==> config.mk <==
export PLATFORM = sky130hd
export DESIGN_NAME = quarter_window_feeder
export DESIGN_NICKNAME = d
export VERILOG_FILES = /design/src/rtl/quarter_window_feeder.sv
export SDC_FILE = /design/constraint.sdc
export NUM_CORES = 1
export LEC_CHECK = 0
export CAP_MARGIN = 10
export CORE_MARGIN = 4
export CORE_UTILIZATION = 47
export CTS_BUF_LIST = sky130_fd_sc_hd__clkbuf_4
export DETAILED_ROUTE_END_ITERATION = 6
export MAX_ROUTING_LAYER = met4
export PLACE_DENSITY = 0.79
export SYNTH_ARGS = -nofsm -noshare
export SYNTH_HDL_FRONTEND = slang
export SYNTH_SLANG_ARGS = --single-unit
export TNS_END_PERCENT = 5
==> constraint.sdc <==
create_clock -name clk -period 2.01 [get_ports clk]
set_clock_uncertainty 0.05 [all_clocks]
set_input_delay 0.402 -clock clk [delete_from_list [all_inputs] [get_ports clk]]
set_output_delay 0.402 -clock clk [all_outputs]
set_load 0.01 [all_outputs]
==> src/rtl/quarter_window_feeder.sv <==
// Assembles 8-pixel windows with a one-pixel overlap between consecutive windows of a line.
// Optional build macro QWF_ZERO_PAD_EN: pad the final partial window with zeros instead of edge replication.
module quarter_window_feeder #(
  parameter int PIX_W = 8,
  parameter int WIN   = 8
) (
  input  logic                 clk,
  input  logic                 rst_n,
  input  logic [PIX_W-1:0]     in_pix,
  input  logic                 in_valid,
  input  logic                 in_last,
  output logic                 in_ready,
  output logic [WIN*PIX_W-1:0] out_pix,
  output logic                 out_valid,
  output logic                 out_last,
  input  logic                 out_ready
);

  localparam int CNT_W = $clog2(WIN + 1);
  localparam int IDX_W = $clog2(WIN);

  typedef enum logic [1:0] {FILL, PAD, EMIT} state_t;

  state_t             state_reg;
  logic [CNT_W-1:0]   count_reg;
  logic               last_reg;
  logic [PIX_W-1:0]   pad_reg;
  logic               out_valid_reg;
  logic               out_last_reg;

  logic               accept;
  logic               wr_en;
  logic [PIX_W-1:0]   wr_data;
  logic [IDX_W-1:0]   slot_idx;
  logic [CNT_W-1:0]   count_next;
  logic               emit_hs;
  logic               clear_win;
  logic               overlap;
  logic [PIX_W-1:0]   pad_value;
  logic [PIX_W-1:0]   tail_pix;

  assign in_ready   = (state_reg == FILL);
  assign out_valid  = out_valid_reg;
  assign out_last   = out_last_reg;

  assign accept     = in_valid && (state_reg == FILL);
  assign wr_en      = accept || (state_reg == PAD);
  assign wr_data    = (state_reg == PAD) ? pad_reg : in_pix;
  assign slot_idx   = count_reg[IDX_W-1:0];
  assign count_next = count_reg + CNT_W'(1);
  assign emit_hs    = (state_reg == EMIT) && out_ready;
  assign clear_win  = emit_hs && last_reg;
  assign overlap    = emit_hs && !last_reg;

`ifdef QWF_ZERO_PAD_EN
  assign pad_value = '0;
`else
  assign pad_value = in_pix;
`endif

  // Each slot owns its register; slot 0 additionally takes the overlap pixel from the tail slot.
  genvar gi;
  generate
    for (gi = 0; gi < WIN; gi++) begin : g_slot
      localparam bit IS_HEAD = (gi == 0);
      logic [PIX_W-1:0] slot_reg;

      always_ff @(posedge clk or negedge rst_n) begin
        if (!rst_n) begin
          slot_reg <= '0;
        end else if (clear_win) begin
          slot_reg <= '0;
        end else if (wr_en && (slot_idx == IDX_W'(gi))) begin
          slot_reg <= wr_data;
        end else if (IS_HEAD && overlap) begin
          slot_reg <= tail_pix;
        end
      end

      assign out_pix[gi*PIX_W +: PIX_W] = slot_reg;
    end
  endgenerate

  assign tail_pix = g_slot[WIN-1].slot_reg;

  always_ff @(posedge clk or negedge rst_n) begin
    if (!rst_n) begin
      state_reg     <= FILL;
      count_reg     <= '0;
      last_reg      <= 1'b0;
      pad_reg       <= '0;
      out_valid_reg <= 1'b0;
      out_last_reg  <= 1'b0;
    end else begin
      case (state_reg)
        FILL: begin
          if (accept) begin
            count_reg <= count_next;
            if (count_next == CNT_W'(WIN)) begin
              state_reg     <= EMIT;
              last_reg      <= in_last;
              out_valid_reg <= 1'b1;
              out_last_reg  <= in_last;
            end else if (in_last) begin
              state_reg <= PAD;
              last_reg  <= 1'b1;
              pad_reg   <= pad_value;
            end
          end
        end
        PAD: begin
          count_reg <= count_next;
          if (count_next == CNT_W'(WIN)) begin
            state_reg     <= EMIT;
            out_valid_reg <= 1'b1;
            out_last_reg  <= last_reg;
          end
        end
        EMIT: begin
          if (out_ready) begin
            state_reg     <= FILL;
            out_valid_reg <= 1'b0;
            out_last_reg  <= 1'b0;
            // A finished line starts empty; mid-line the overlap pixel already sits in slot 0.
            if (last_reg) begin
              count_reg <= '0;
              last_reg  <= 1'b0;
            end else begin
              count_reg <= CNT_W'(1);
            end
          end
        end
        default: state_reg <= FILL;
      endcase
    end
  end

endmodule

==> summary.md <==
| Metric | Value |
|---|---|
| Number of distinct library cells after synthesis | 36 |
| IO Port Bufs | 79 |
| Power consumption | 8.483 mW |
| Mean area per synthesized cell | 10.74 µm² |
| Fin crit share | 96.11% |
| Die Wd | ~97 µm |
| Initial antenna violation count | 1 |
| Seq cells post-synth | 81 |
| Starting density of the core | a little under half |
| Synthesized instance count | 343 |
| DR vias | 2919 |
| Final worst setup slack | 0.07828 ns |
| Pleak | 2.103 nW |
| Synth Warn # | 0 |
| Die H | about 97 µm |
| Clk buf depth | 2 |
| Full die area | 0.009318 mm² |
| CP endpoint kind | register |
| CTS Sinks | 81 |
| Grt total ovfl | 0 |
| Drt pass-1 iters | 4 |
| Net count, final | approximately 470 |
| Final Util | 65.22% |
| Worst r2r src | count_reg[0] |
| Placer's final routability congestion estimate | 0.8682 |
| RSZ-0062 raised after global routing | false |
| Tot GR Track Use | between 20% and 30% |
| H-tree levels | 3 |
| Required @ worst endpoint | 2.28 ns |
| Mapped Nets | approximately 370 |
| Run status | finished, final reports clean |
| Drt wl/cell | roughly 17 µm |
| DR iter-0 viols | 149 |
| Asr flop ratio synth | between 90% and 100% |
| Most common cell after layout, fill and taps aside | dfrtp_1 |
| CTS tree | built |
| Layout area overhead | 36.11% |
| Fmax | 517.7 MHz |
| Vias per cell | 5.298 |
| Worst setup startpoint | count_reg[0] |
| Detailed Place HPWL | 6430 µm |
| Setup TNS | 0 ns |
| Core area | a little under 0.008 mm² |
| Latest clock arrival within the worst-skew pair | 0.41 ns |
| Ys flop type | dfrtp_1 |
| Worst min-delay path category | input pin to asynchronous set/reset pin |
| CTS clk-pin slew, worst paths | 0.14 ns |
| First-pass GRT wire length | 14520 µm |
| Relative slew slack | 63.95% |
| Pwr Density | ~1700 mW/mm² |
| Crit path arrival time | about 2.2 ns |
| Core Rows | 32 |
| Min Tclk post-route | 1.932 ns |
| Cell at the root of the clock tree | clkbuf_4 |
| Maximum VDD drop | around 0.00091 V |
| Most frequent cells in the layout | dfrtp_1 (81), clkdlybuf4s50_1 (77), nor2_1 (61), a211oi_1 (57), buf_4 (27) |
| Final std cells w/o fill | 551 |
| Ports | 80 |
| Vias in the first global route | 2923 |
| Worst slack, placed | -0.1162 ns |
| Largest net degree at the start of global routing | 57 |
| Max reg flops | 64 |
| Startpoint Class | register |
| DP Cell Count | 531 |
| Register area share after synthesis | 55.03% |
| Share of cells above drive strength 1 | roughly 18% |
| Worst-Margin Slew | 0.5407 ns |
| Final setup viols | 0 |
| Post-synth EDFFs | 0 |
| Num CTS Buffers | 9 |
| Max_cap viols | 0 |
| Final ANT Viol Nets | 0 |
| Crit Path Category | register to register |
| Crit-path max FO | 6 |
| # DRC | 0 |
| Cell area after synthesis | approximately 0.0037 mm² |
| Max Transition Viols Final | 0 |
| Final Hold Viols | 0 |
| Routed Wire Length | 9124 µm |
==> worst max-delay path, cell delays in order, from the launching register on <==
cell,delay [ns]
dfrtp_1,0.41
ha_2,0.21
ha_4,0.27
nand3b_1,0.11
mux2i_4,0.28
buf_6,0.16
o21bai_4,0.06
mux2_4,0.29
==> final cells by class <==
cell class | count | area [µm²]
Fill cell | 636 | 2674
Tap cell | 102 | 127.6
Timing Repair Buffer | 116 | 1184
Clock buffer | 9 | 67.56
Antenna cell | 1 | 2.502
Clock inverter | 7 | 53.80
Multi-Input combinational cell | 219 | 1491
Inverter | 16 | 60.06
Sequential cell | 81 | 2027
==> cells by family (layout without fill, tap and decap cells) <==
group	Yosys count	in the layout	share of synthesized area, %
buffers and inverters	43	148	5.401
muxes	19	19	5.910
DFF	81	81	55.03
adders and majority gates	10	10	3.397
other	0	1	0
and+or+nand+nor	101	101	11.92
AOI/OAI and AO/OA	89	89	18.34
==> per-layer routing <==
metal | share of wire [%] | routed length (µm) | GRT usage [%] | vias to the layer above
met1 | 45 | 4126 | 28.51 | 1417
met3 | 4.2 | 381 | 3.718 | 7
met2 | 49 | 4496 | 34.43 | 75
met5 | 0 | 0 | - | -
li1 | - | - | - | 1420
met4 | 1.3 | 119 | 5.607 | 0
==> what timing repair did <==
action,in CTS,in global routing
hold endpoints to repair,41,0
pin swaps,0,2
resized for setup,3,3
hold buffers,1,0
setup buffers,1,1
setup endpoints to repair,9,10
==> where the power goes <==
group          internal (mW)  switching, mW  total [mW]
Sequential              2.46          0.556        3.01
Combinational           2.55           2.07        4.62
Clock                  0.263          0.587       0.850
==> cell usage after synthesis (all sizes together), types with 2 or more instances <==
master,count,area [µm²]
o221a,8,90.09
nand2,18,67.56
a21o,2,16.27
nor2,62,235.2
a22o,2,17.52
and3,7,43.79
inv,16,60.06
a211oi,57,427.9
nand3,5,25.02
o21ai,5,25.02
nor4,2,12.51
dfrtp,81,2027
ha,10,125.1
mux2i,10,112.6
mux2,9,105.1
clkbuf,14,55.05
and2,2,12.51
a21oi,11,55.05
buf,13,83.82
==> metrics by stage <==
step / cell area, µm² / hold WS (ns)
after CTS: 4985 / 0.4508
after detailed placement: 4832 / 0.3717
after floorplan: 3686 / 0.05641
after global placement: 4832 / 0.3689
final: 5014 / 0.4405
after global routing: 5014 / 0.4647
==> path summary, 6_finish.rpt <==
check	slack [ns]	end	cells past startpoint
max	0.08	out_last	7
min	0.44	g_slot[0].slot_reg[0]	2
max reg2reg	0.08	out_last	7
min reg2reg	0.48	pad_reg[3]	1
max in group asynchronous	0.89	last_reg	3
min in group clk	0.48	pad_reg[3]	1
(Power assumes the default switching activity.)
